--- src/rtl/csr_pkg.sv ---
// Shared CSR-file definitions: ASID CSR address, ASIDBITS field placement and
// the change-notification FSM state type.
package csr_pkg;

    localparam logic [13:0] CSR_ASID_ADDR     = 14'h18;
    localparam int          ASID_ASIDBITS_LSB = 16;
    localparam int          ASID_ASIDBITS_W   = 8;

    typedef enum logic {
        CHG_IDLE = 1'b0,
        CHG_PEND = 1'b1
    } chg_state_e;

endpackage

--- src/rtl/asid_chg_notify.sv ---
// Valid/ready holding register for ASID change notifications; back-to-back
// changes while a notification is outstanding are merged into one.
module asid_chg_notify
    import csr_pkg::*;
#(
    parameter int ASID_W = 10
) (
    input  logic              clk,
    input  logic              rst_n,
    input  logic              chg_in,
    input  logic [ASID_W-1:0] old_in,
    input  logic [ASID_W-1:0] new_in,
    input  logic              chg_ready,
    output logic              chg_valid,
    output logic [ASID_W-1:0] chg_old_asid,
    output logic [ASID_W-1:0] chg_new_asid
);

    chg_state_e        state_q, state_d;
    logic [ASID_W-1:0] old_q, old_d;
    logic [ASID_W-1:0] new_q, new_d;

    always_ff @(posedge clk or negedge rst_n) begin
        if (!rst_n) begin
            state_q <= CHG_IDLE;
            old_q   <= '0;
            new_q   <= '0;
        end else begin
            state_q <= state_d;
            old_q   <= old_d;
            new_q   <= new_d;
        end
    end

    always_comb begin
        state_d = state_q;
        old_d   = old_q;
        new_d   = new_q;
        case (state_q)
            CHG_IDLE: begin
                if (chg_in) begin
                    state_d = CHG_PEND;
                    old_d   = old_in;
                    new_d   = new_in;
                end
            end
            CHG_PEND: begin
                if (chg_in) begin
                    // Accepted notification retires; the new one starts from what was reported.
                    if (chg_ready) begin
                        old_d = new_q;
                    end
                    new_d = new_in;
                end else if (chg_ready) begin
                    state_d = CHG_IDLE;
                end
            end
            default: state_d = CHG_IDLE;
        endcase
    end

    assign chg_valid    = (state_q == CHG_PEND);
    assign chg_old_asid = old_q;
    assign chg_new_asid = new_q;

endmodule

--- src/rtl/csr_asid.sv ---
// LoongArch32 ASID CSR with masked CSR writes, TLBRD updates and change notify.
// Define CSR_ASID_WR_STALL_EN to back-pressure writes while a change is unacknowledged.
module csr_asid
    import csr_pkg::*;
#(
    parameter int ASID_W = 10,
    parameter int DATA_W = 32
) (
    input  logic              clk,
    input  logic              rst_n,
    input  logic              csr_we,
    input  logic [DATA_W-1:0] csr_wmask,
    input  logic [DATA_W-1:0] csr_wdata,
    output logic              csr_wr_ready,
    input  logic              tlbrd_we,
    input  logic [ASID_W-1:0] tlbrd_asid,
    output logic [DATA_W-1:0] csr_rdata,
    output logic [ASID_W-1:0] asid,
    output logic              chg_valid,
    input  logic              chg_ready,
    output logic [ASID_W-1:0] chg_old_asid,
    output logic [ASID_W-1:0] chg_new_asid
);

    logic [ASID_W-1:0] asid_q;
    logic [ASID_W-1:0] asid_next;
    logic [ASID_W-1:0] wmask;
    logic              csr_fire;
    logic              tlbrd_fire;
    logic              asid_chg;

`ifdef CSR_ASID_WR_STALL_EN
    assign csr_wr_ready = ~chg_valid | chg_ready;
`else
    assign csr_wr_ready = 1'b1;
`endif

    // CSR write has priority; a simultaneous TLBRD update is dropped.
    assign wmask      = csr_wmask[ASID_W-1:0];
    assign csr_fire   = csr_we & csr_wr_ready;
    assign tlbrd_fire = tlbrd_we & csr_wr_ready & ~csr_we;

    always_comb begin
        asid_next = asid_q;
        if (csr_fire) begin
            asid_next = (asid_q & ~wmask) | (csr_wdata[ASID_W-1:0] & wmask);
        end else if (tlbrd_fire) begin
            asid_next = tlbrd_asid;
        end
    end

    assign asid_chg = (asid_next != asid_q);

    always_ff @(posedge clk or negedge rst_n) begin
        if (!rst_n) begin
            asid_q <= '0;
        end else if (asid_chg) begin
            asid_q <= asid_next;
        end
    end

    always_comb begin
        csr_rdata = '0;
        csr_rdata[ASID_W-1:0] = asid_q;
        csr_rdata[ASID_ASIDBITS_LSB +: ASID_ASIDBITS_W] = ASID_ASIDBITS_W'(ASID_W);
    end

    assign asid = asid_q;

    asid_chg_notify #(
        .ASID_W(ASID_W)
    ) u_notify (
        .clk          (clk),
        .rst_n        (rst_n),
        .chg_in       (asid_chg),
        .old_in       (asid_q),
        .new_in       (asid_next),
        .chg_ready    (chg_ready),
        .chg_valid    (chg_valid),
        .chg_old_asid (chg_old_asid),
        .chg_new_asid (chg_new_asid)
    );

endmodule
--- config.mk ---
export PLATFORM = sky130hd
export DESIGN_NAME = csr_asid
export DESIGN_NICKNAME = d
export VERILOG_FILES = /design/src/rtl/csr_pkg.sv /design/src/rtl/asid_chg_notify.sv /design/src/rtl/csr_asid.sv
export SDC_FILE = /design/constraint.sdc
export NUM_CORES = 1
export LEC_CHECK = 0
export CAP_MARGIN = 20
export CORE_ASPECT_RATIO = 1.75
export CORE_UTILIZATION = 38
export DETAILED_ROUTE_END_ITERATION = 7
export GPL_TIMING_DRIVEN = 1
export PLACE_DENSITY = 0.86
export SLEW_MARGIN = 15
export SYNTH_ARGS = -nofsm -noshare
export SYNTH_HDL_FRONTEND = slang
export SYNTH_HIERARCHICAL = 1
export SYNTH_SLANG_ARGS = --single-unit
--- constraint.sdc ---
create_clock -name clk -period 3.35 [get_ports clk]
set_clock_uncertainty 0.2 [all_clocks]
set_input_delay 0.67 -clock clk [delete_from_list [all_inputs] [get_ports clk]]
set_output_delay 0.67 -clock clk [all_outputs]
set_load 0.02 [all_outputs]
==> impl_metrics.ini, run 1 <==
[die]
core-area_mm2 = 0.00506
die_x_um = 57.3
die_y_um = 98.8
initial_utilization_pct = 40.2
num_rows = 34
dieArea_mm2 = 0.00567
io_pins = 143

[place]
portBuffers = 75
finalWeightedCongestion = 0.766
place_ws_ns = 0.268
hpwl_um = 3850
placedCellCount = 320

[detailed_routing]
detail_route.wl_per_cell_um = 16.2
dr.pass1.iters = 7
drt_first_iter_violations = 54
drc = 9
antenna_left = 0
route.final.wire_length_um = 5320
vias = 1796
viasPerCell = 5.48

[pwr]
netSwitchingPower_w = 0.000548
p_leak_nw = 1.12
switching_share_pct = 36.5
power_frac_seq_pct = 36.4
p_comb_share_pct = 41.6
p_per_area_mw_per_mm2 = 543
ir_drop_uv = 294
internal_power_w = 0.000955
pwr-share-clk_pct = 22.0

[cells_and_area]
final_common_cell = clkdlybuf4s50_1
area_growth_pct = 35.9
fill_cells = 470
finalNetCount = 352
drive_gt1_share_pct = 9.85
finalNonFillerCells = 328
antennaDiodeCount = 0
mostFrequentLayoutCells = 75 x clkdlybuf4s50_1, 31 x dfrtp_1, 29 x a21oi_1

[timing]
layout_min_cycle_time_ns = 2.83
setup_slack_ns = 0.515
grt_setup_unrepaired = no
worst_pin_slew_ns = 0.552
hold_viol_final = 0
post-route-period-util_pct = 84.6
tns_ns = 0
slew-limit-headroom_pct = 63.1
finalSetupViolations = 0
maxSlewViolCount = 0
clock.fmax_mhz = 353

[worst_setup_path]
cpMaxStageDelayCell = clkdlybuf4s50_1
path_max_fanout = 11
path_cells = clkdlybuf4s50_1 > buf_4 > nand2b_1 > o211ai_1 > a21oi_1 > nand4_1 > nand2b_1 > o22ai_1 > a21oi_1
timing.rr.end = u_notify/chg_old_asid[4]$_DFFE_PN0P_
crit_arrival_ns = 2.85
reg2reg_from = asid[5]$_DFFE_PN0P_
reg2regPathDepth = 7
path_buf_inv = 2
worst-setup-path-type = in -> reg
r2r_slack_ns = 1.06
critPathTopFamily = buffers and inverters
end_kind = flip-flop
critPathLaunchType = primary input
worstPathRequired_ns = 3.37
critPathMaxStageDelay_ns = 0.60

[grt]
antenna_found_initial = 0
overflow = 0
use_met3_pct = 3.67
grt_pass1_wl_um = 8490
grt_max_degree = 32
gr-max-usage-layer = met2
grt_pass1_vias = 1727
use_met1_pct = 23.2
track_usage_pct = 19.5
grt_use_met2_pct = 33.9

[clock_tree]
cts_tree = yes
cts_resized = 0
clk_path_buf_depth = 2
cts_buffers = 5
post_cts_buffers = 0
ctsHoldBuffers = 0
clockRootBuffer = clkbuf_8
path_clk_slew_ns = 0.07
clk_latency_ns = 0.29
ctsHtreeMaxLevel = 2
cts_sinks = 31

[synth]
synth_top_area_share_pct = 38.1
synth_area_mm2 = 0.00204
yosys-top-cells-area = dfrtp_1 38%, buf_4 13%, a21oi_1 7.1%
synth_seq_cells = 31
yosysWarnings = 6
yosysSeqAreaShare_pct = 38.1
ys_types = 29
avgSynthCellArea_um2 = 9.83
syn_inst = 207
synth_top_area_cell = dfrtp_1

[status]
status = finished, violations left
violations = design-rule violations

[job]
max_cap_violations = 0

[worst_hold_path]
holdPathStages = 1
min_path_type = reg -> reg
worst_hold_startpoint = u_notify/chg_new_asid[8]$_DFFE_PN0P_
worst_hold_path.endpoint = u_notify/chg_new_asid[8]$_DFFE_PN0P_
==> power by group through the flow <==
stage	sequential, W	combinational [W]	clock [W]
2_1_floorplan	0.000632	0.000278	0
6_report	0.000548	0.000626	0.000330
4_1_cts	0.000546	0.000629	0.000331
3_5_place_dp	0.000553	0.000626	0
5_1_grt	0.000561	0.000662	0.000347
3_3_place_gp	0.000547	0.000617	0
==> how the worst max path moves through the flow <==
stage,start,end,cells past startpoint
global route,csr_we,u_notify/chg_old_asid[4]$_DFFE_PN0P_,9
floorplan,csr_we,u_notify/chg_new_asid[0]$_DFFE_PN0P_,7
CTS,csr_we,u_notify/chg_old_asid[4]$_DFFE_PN0P_,9
detailed placement,csr_we,u_notify/chg_old_asid[8]$_DFFE_PN0P_,9
finish,csr_we,u_notify/chg_old_asid[4]$_DFFE_PN0P_,9
global placement,csr_we,u_notify/chg_old_asid[2]$_DFFE_PN0P_,9
==> synthesized netlist by cell type, drive strengths merged <==
library cell / instances
a211o: 1
a211oi: 10
a21o: 1
a21oi: 29
a22o: 4
and3: 1
buf: 41
clkbuf: 3
conb: 2
dfrtp: 31
inv: 1
mux2: 10
mux2i: 9
nand2: 2
nand2b: 2
nand3b: 1
nand4: 3
nor2: 2
nor2b: 10
o211ai: 1
o21ai: 4
o22ai: 21
xnor2: 10
xor2: 8
==> worst reg2reg max path: cells and delay by family (launching register included) <==
kind	cells	cell delay, ns
AO/OA/AOI/OAI	4	0.78
XOR/XNOR	1	0.20
flip-flops	1	0.48
AND/OR/NAND/NOR	2	0.58
==> logic make-up after synthesis <==
kind of cell | after synthesis | synth area share [%]
AO/OA/AOI/OAI | 71 | 21.5
XOR/XNOR | 18 | 7.74
buffers and inverters | 45 | 15.9
flip-flops | 31 | 38.1
multiplexers | 19 | 9.96
other | 2 | 0.369
AND/OR/NAND/NOR | 21 | 6.52
==> state kept, by name, indices dropped and copies added, names as in the netlist <==
signal,count
asid,10
u_notify/chg_new_asid,10
u_notify/chg_valid,1
u_notify/chg_old_asid,10
==> final cells by class <==
class	instances	area [um2]	share of cell area, %
Tap cell	54	67.6	2.44
Inverter	1	3.75	0.136
Clock buffer	8	100	3.62
Multi-Input combinational cell	152	1020	36.7
Timing Repair Buffer	82	803	29.0
Sequential cell	31	776	28.0
==> metrics by stage <==
step,utilization (%),instance area (um2),total power [W],hold WS [ns]
6_report,54.6,2770,0.00150,0.344
5_1_grt,54.6,2770,0.00157,0.366
4_1_cts,54.6,2770,0.00151,0.345
3_5_place_dp,52.7,2670,0.00118,0.332
3_3_place_gp,52.7,2670,0.00116,0.322
2_1_floorplan,-,2110,0.000911,0.174
==> per-layer routing <==
metal | wire, um | share of wire (%)
met5 | 0 | 0
met3 | 351 | 6.6
met1 | 2040 | 38
met2 | 2850 | 53
met4 | 86 | 1.6
Note: power is estimated with default switching activity, not from simulation.
==> inputs of run 2 (changes only) <==
Settings changed: CORE_UTILIZATION 38 to 32, PLACE_DENSITY 0.86 to 0.78.
Clock period 3.35 ns to 2.4 ns, I/O delays scaled along.
==> impl_metrics.ini, run 2 (synthesis gave the netlist of run 1 again) <==
[worst_setup_path]
critPathMaxStageDelay_ns = 0.43
path_depth = 8
crit_path_frequent_cell = buf_4
critPathTopFamily = buffers and inverters
r2r_slack_ns = 0.31
path_cells = clkdlybuf4s50_1 > and3_1 > a211o_1 > a21oi_1 > nand4_1 > buf_4 > buf_4 > mux2_2
crit_arrival_ns = 2.27
reg2reg_from = asid[7]$_DFFE_PN0P_
reg2regPathDepth = 7
cpMaxStageDelayCell = clkdlybuf4s50_1
worstPathRequired_ns = 2.37
critPathLaunchType = primary input
worst-setup-path-type = in -> reg
end_kind = flip-flop
path_max_fanout = 8
path_buf_inv = 3
timing.rr.end = u_notify/chg_new_asid[6]$_DFFE_PN0P_

[detailed_routing]
antenna_left = 0
vias = 1817
viasPerCell = 4.79
dr.pass1.iters = 4
drc = 0
drt_first_iter_violations = 34
detail_route.wl_per_cell_um = 14.6
route.final.wire_length_um = 5520

[die]
num_rows = 38
dieArea_mm2 = 0.00670
die_y_um = 108
core-area_mm2 = 0.00618
die_x_um = 62.3
io_pins = 143
initial_utilization_pct = 32.9

[clock_tree]
path_clk_slew_ns = 0.07
cts_tree = yes
ctsHtreeMaxLevel = 2
clk_latency_ns = 0.28
clk_path_buf_depth = 2
clockRootBuffer = clkbuf_8
ctsHoldBuffers = 0
cts_buffers = 5
cts_sinks = 31

[worst_hold_path]
holdPathStages = 1
worst_hold_path.endpoint = u_notify/chg_new_asid[3]$_DFFE_PN0P_
worst_hold_startpoint = u_notify/chg_new_asid[3]$_DFFE_PN0P_
min_path_type = reg -> reg

[grt]
antenna_found_initial = 0
use_met1_pct = 19.0
grt_max_degree = 32
gr-max-usage-layer = met2
use_met3_pct = 2.22
grt_use_met2_pct = 30.7
grt_pass1_wl_um = 8790
overflow = 0
grt_pass1_vias = 1827
track_usage_pct = 16.8

[timing]
finalSetupViolations = 0
layout_min_cycle_time_ns = 2.30
hold_viol_final = 0
clock.fmax_mhz = 434
grt_setup_unrepaired = no
maxSlewViolCount = 0
post-route-period-util_pct = 96.0

[pwr]
power_w = 0.00222
p_leak_nw = 1.26
p_per_area_mw_per_mm2 = 736
ir_drop_uv = 454

[cells_and_area]
area_growth_pct = 48.3
drive_gt1_share_pct = 18.1
mostFrequentLayoutCells = 74 x clkdlybuf4s50_1, 31 x dfrtp_1, 31 x buf_4
antennaDiodeCount = 0
final_common_cell = clkdlybuf4s50_1
finalNetCount = 377
design_area_mm2 = 0.00302

[place]
hpwl_um = 4250
finalWeightedCongestion = 0.788
dpl_cell_area_mm2 = 0.00288
portBuffers = 75

[status]
status = complete, no violations

[job]
max_cap_violations = 0
-- run 2: layer usage --
| layer | up-vias | part of all wire [%] |
|---|---|---|
| met4 | 0 | 2.9 |
| met1 | 841 | 40 |
| met3 | 12 | 4.7 |
| met2 | 89 | 53 |
| li1 | 875 | - |
| met5 | - | 0 |
-- run 2: repair_timing --
action / 4_1_cts / 5_1_grt
setup buffers: 1 / 0
gates cloned: 0 / 0
pin swaps: 1 / 0
gates resized for setup: 2 / 3
setup endpoints to repair: 14 / 18
-- run 2: layout make-up --
cell class                 count  area (um2)
fill                         583        3160
multi-input combinational    152        1020
timing repair buffer         107         997
sequential                    31         776
tap                           80         100
clock buffer                   6        82.6
clock inverter                 2        35.0
inverter                       1        3.75
-- run 2: per-stage QoR --
stage,hold slack (ns),setup slack (ns),std cells,utilization (%),TNS [ns]
after global placement,0.325,-0.324,370,46.6,-5.89
after floorplan,-0.0156,0.274,228,-,0
after CTS,0.350,0.0225,379,48.7,0
after detailed placement,0.328,-0.324,370,46.6,-6.07
after global routing,0.373,0.00941,379,48.8,0
final,0.348,0.0967,379,48.8,0
-- run 2: where the power goes --
part | total, W | internal, W | switching (W)
sequential | 0.000750 | 0.000635 | 0.000115
combinational | 0.000938 | 0.000476 | 0.000462
clock | 0.000533 | 0.000336 | 0.000197
total | 0.00222 | 0.00145 | 0.000774
-- run 2: worst max-delay path by stage --
stage	start	end
floorplan	csr_we	u_notify/chg_new_asid[0]$_DFFE_PN0P_
global placement	csr_we	u_notify/chg_new_asid[4]$_DFFE_PN0P_
detailed placement	csr_we	u_notify/chg_new_asid[5]$_DFFE_PN0P_
CTS	csr_we	u_notify/chg_new_asid[6]$_DFFE_PN0P_
global route	csr_wmask[0]	u_notify/chg_old_asid[3]$_DFFE_PN0P_
finish	csr_wmask[0]	u_notify/chg_new_asid[6]$_DFFE_PN0P_
==> inputs of run 3 (changes only) <==
Settings changed: GPL_TIMING_DRIVEN 1 to not set, SLEW_MARGIN 15 to 20.
==> results of run 3 <==
Same layout as run 2: the final DEF is identical, and so are final timing and power.
==> patch, RTL diff (flow settings as in run 3) <==
The parameter `DATA_W` goes from 32 to 36.
--- a/src/rtl/csr_asid.sv
+++ b/src/rtl/csr_asid.sv
@@ -6,3 +6,3 @@
     parameter int ASID_W = 10,
-    parameter int DATA_W = 32
+    parameter int DATA_W = 36
 ) (
Ports: changed (resized csr_rdata, csr_wdata and csr_wmask); port bits go from 143 to 155. The function was not compared with the original's and may differ.
==> patch against run 3 <==
Routed wire length down 0.13%. Via count up 2.6%. Maximum frequency up 0.83%. Sequential cell count unchanged. Cell area down 1.3%. First-iteration DRC count up 97%. Area after synthesis up 1.5%. Setup slack better by 0.019 ns. Power down 5.2%. Largest power group unchanged. Highest routed layer unchanged.
==> patch: results (changes against run 3) <==
Logic synthesis
  • Post-synth ARST share: 100% (unchanged)
  • Netlist cell types: 29 (unchanged)
  • Commonest cells post-synth: buf_4, dfrtp_1, a21oi_1
  • Sequential area share after synthesis: 37.6% (-0.55 points)
  • Synth top area cells: dfrtp_1, buf_4, a21oi_1, o22ai_1, mux2_2
  • Synth Area per Inst: 9.79 um2 (-0.45%)
  • Main flop type after synthesis: dfrtp_1
  • YS warnings: 6 (unchanged)

Final layout
  • Fin nets: 384 (+1.9%)
  • Number of fillers in the final layout: 573 (-1.7%)
  • Antenna Cells: 0 (unchanged)
  • Layout cells sized above 1: 16.2% (-1.9 points)

Worst hold path
  • Worst hold start: u_notify/chg_new_asid[1]
  • Worst Hold Depth: 1 (unchanged)
  • Min-delay worst type: reg2reg
  • WHS Endpoint: u_notify/chg_new_asid[1]

Critical path
  • Origin of the critical flop-to-flop path: asid[8]
  • Worst reg-to-reg path cell count: 10 (+3)
  • Worst-path maximum fanout: 5 (-3)
  • Setup crit start: csr_wmask[0]
  • Worst reg2reg setup slack: 0.24 ns (-0.07 ns)
  • CP arrival: 2.29 ns (+0.02 ns)
  • RR Endpoint: u_notify/chg_old_asid[3]

Clocking
  • Clk buf depth: 2 (unchanged)
  • Clk slew on worst S/H paths: 0.06 ns
  • Root Buffer: clkbuf_8
  • CTS H-tree lvls: 2 (unchanged)
  • Worst skew pair latency: 0.29 ns
  • CTS buffer count: 5 (unchanged)

Global routing
  • First-pass GRT wire length: 8630 um (-1.8%)
  • Overflow after GRT: 0 (unchanged)
  • Vias in the first global route: 1777 (-2.7%)
  • Overall Global Routing Usage: 16.4% (-0.42 points)
  • Largest net degree at the start of global routing: 32 (unchanged)
  • Initial antenna violation count: 0 (unchanged)

Detailed routing
  • Pre-Repair DR Iteration Count: 4 (unchanged)
  • Routed length per placed instance: 14.6 um (+0.40%)
  • 1st-iter DRT viols: 67 (+97%)
  • Via count: 1864 (+2.6%)
  • Total Wirelength: 5520 um (-0.13%)

Status
  • Status: completed

Timing
  • Hold_ws: 0.344 ns (-0.00383 ns)

Placed design
  • RePlAce Congestion: 0.786 (-0.25%)
  • Hpwl dp: 4110 um (-3.3%)
  • Pre-CTS setup slack: -0.397 ns (-0.0723 ns)
  • PortBufs: 75 (unchanged)
  • Placed instance count: 369 (-0.27%)

Power and ir drop
  • Worst-case vdd ir drop: 0.433 mV (-4.6%)
  • Leak pwr: 1.24 nW (-1.6%)
patch: cell type report:
cell class                 count  share of cell area, %
multi-input combinational    156                   35.0
clock buffer                   6                   2.77
inverter                       1                  0.126
sequential                    31                   26.0
clock inverter                 1                  0.168
timing repair buffer         102                   32.5
tap                           80                   3.36
patch: layer usage:
| layer | share of wire (%) | vias to the layer above | GRT usage [%] | wire length [um] |
|---|---|---|---|---|
| met3 | 6.7 | 12 | 2.74 | 367 |
| li1 | - | 870 | - | - |
| met4 | 2.6 | 0 | 8.31 | 142 |
| met2 | 51 | 108 | 29.0 | 2810 |
| met5 | 0 | - | 0 | 0 |
| met1 | 40 | 874 | 18.8 | 2200 |
patch: how the worst max path moves through the flow:
stage,cells past startpoint,slack [ns],endpoint
3_3_place_gp,7,-0.34,u_notify/chg_new_asid[4]
5_1_grt,10,0.01,u_notify/chg_old_asid[5]
2_1_floorplan,7,0.27,u_notify/chg_new_asid[0]
4_1_cts,8,0.11,u_notify/chg_new_asid[9]
3_5_place_dp,8,-0.40,u_notify/chg_old_asid[2]
6_report,10,0.12,u_notify/chg_old_asid[3]
patch: where the power goes:
group | internal [mW] | switching [mW]
logic | 0.474 | 0.463
registers | 0.635 | 0.116
clock network | 0.225 | 0.192
patch: metrics by stage:
step | utilization, % | cell area, um2 | setup TNS (ns)
global placement | 45.9 | 2860 | -6.56
detailed placement | 45.9 | 2860 | -7.56
CTS | 47.4 | 2960 | 0
global route | 47.8 | 2980 | 0
floorplan | - | 2160 | 0
finish | 47.8 | 2980 | 0
patch: cell families after synthesis:
kind of cell | Yosys count | share of synthesized area, %
xor gates and xnor gates | 18 | 7.63
muxes | 19 | 9.81
and+or+nand+nor | 21 | 6.42
DFF | 31 | 37.6
AOI/OAI and AO/OA | 71 | 21.1
buffers and inverters | 49 | 17.1
other | 2 | 0.364
patch: timing repair:
action | in CTS | in global routing
pin swaps | 0 | 1
resized for setup | 2 | 6
setup buffers | 1 | 0
setup endpoints to repair | 20 | 9
hold buffers | 0 | 0
patch: critical path: stages:
cell             delay [ns]
clkdlybuf4s50_1        0.42
and3_1                 0.18
a211o_1                0.27
a21oi_1                0.18
nand4_1                0.09
buf_4                  0.18
nand2b_1               0.10
buf_4                  0.16
o22ai_1                0.09
a21oi_1                0.14
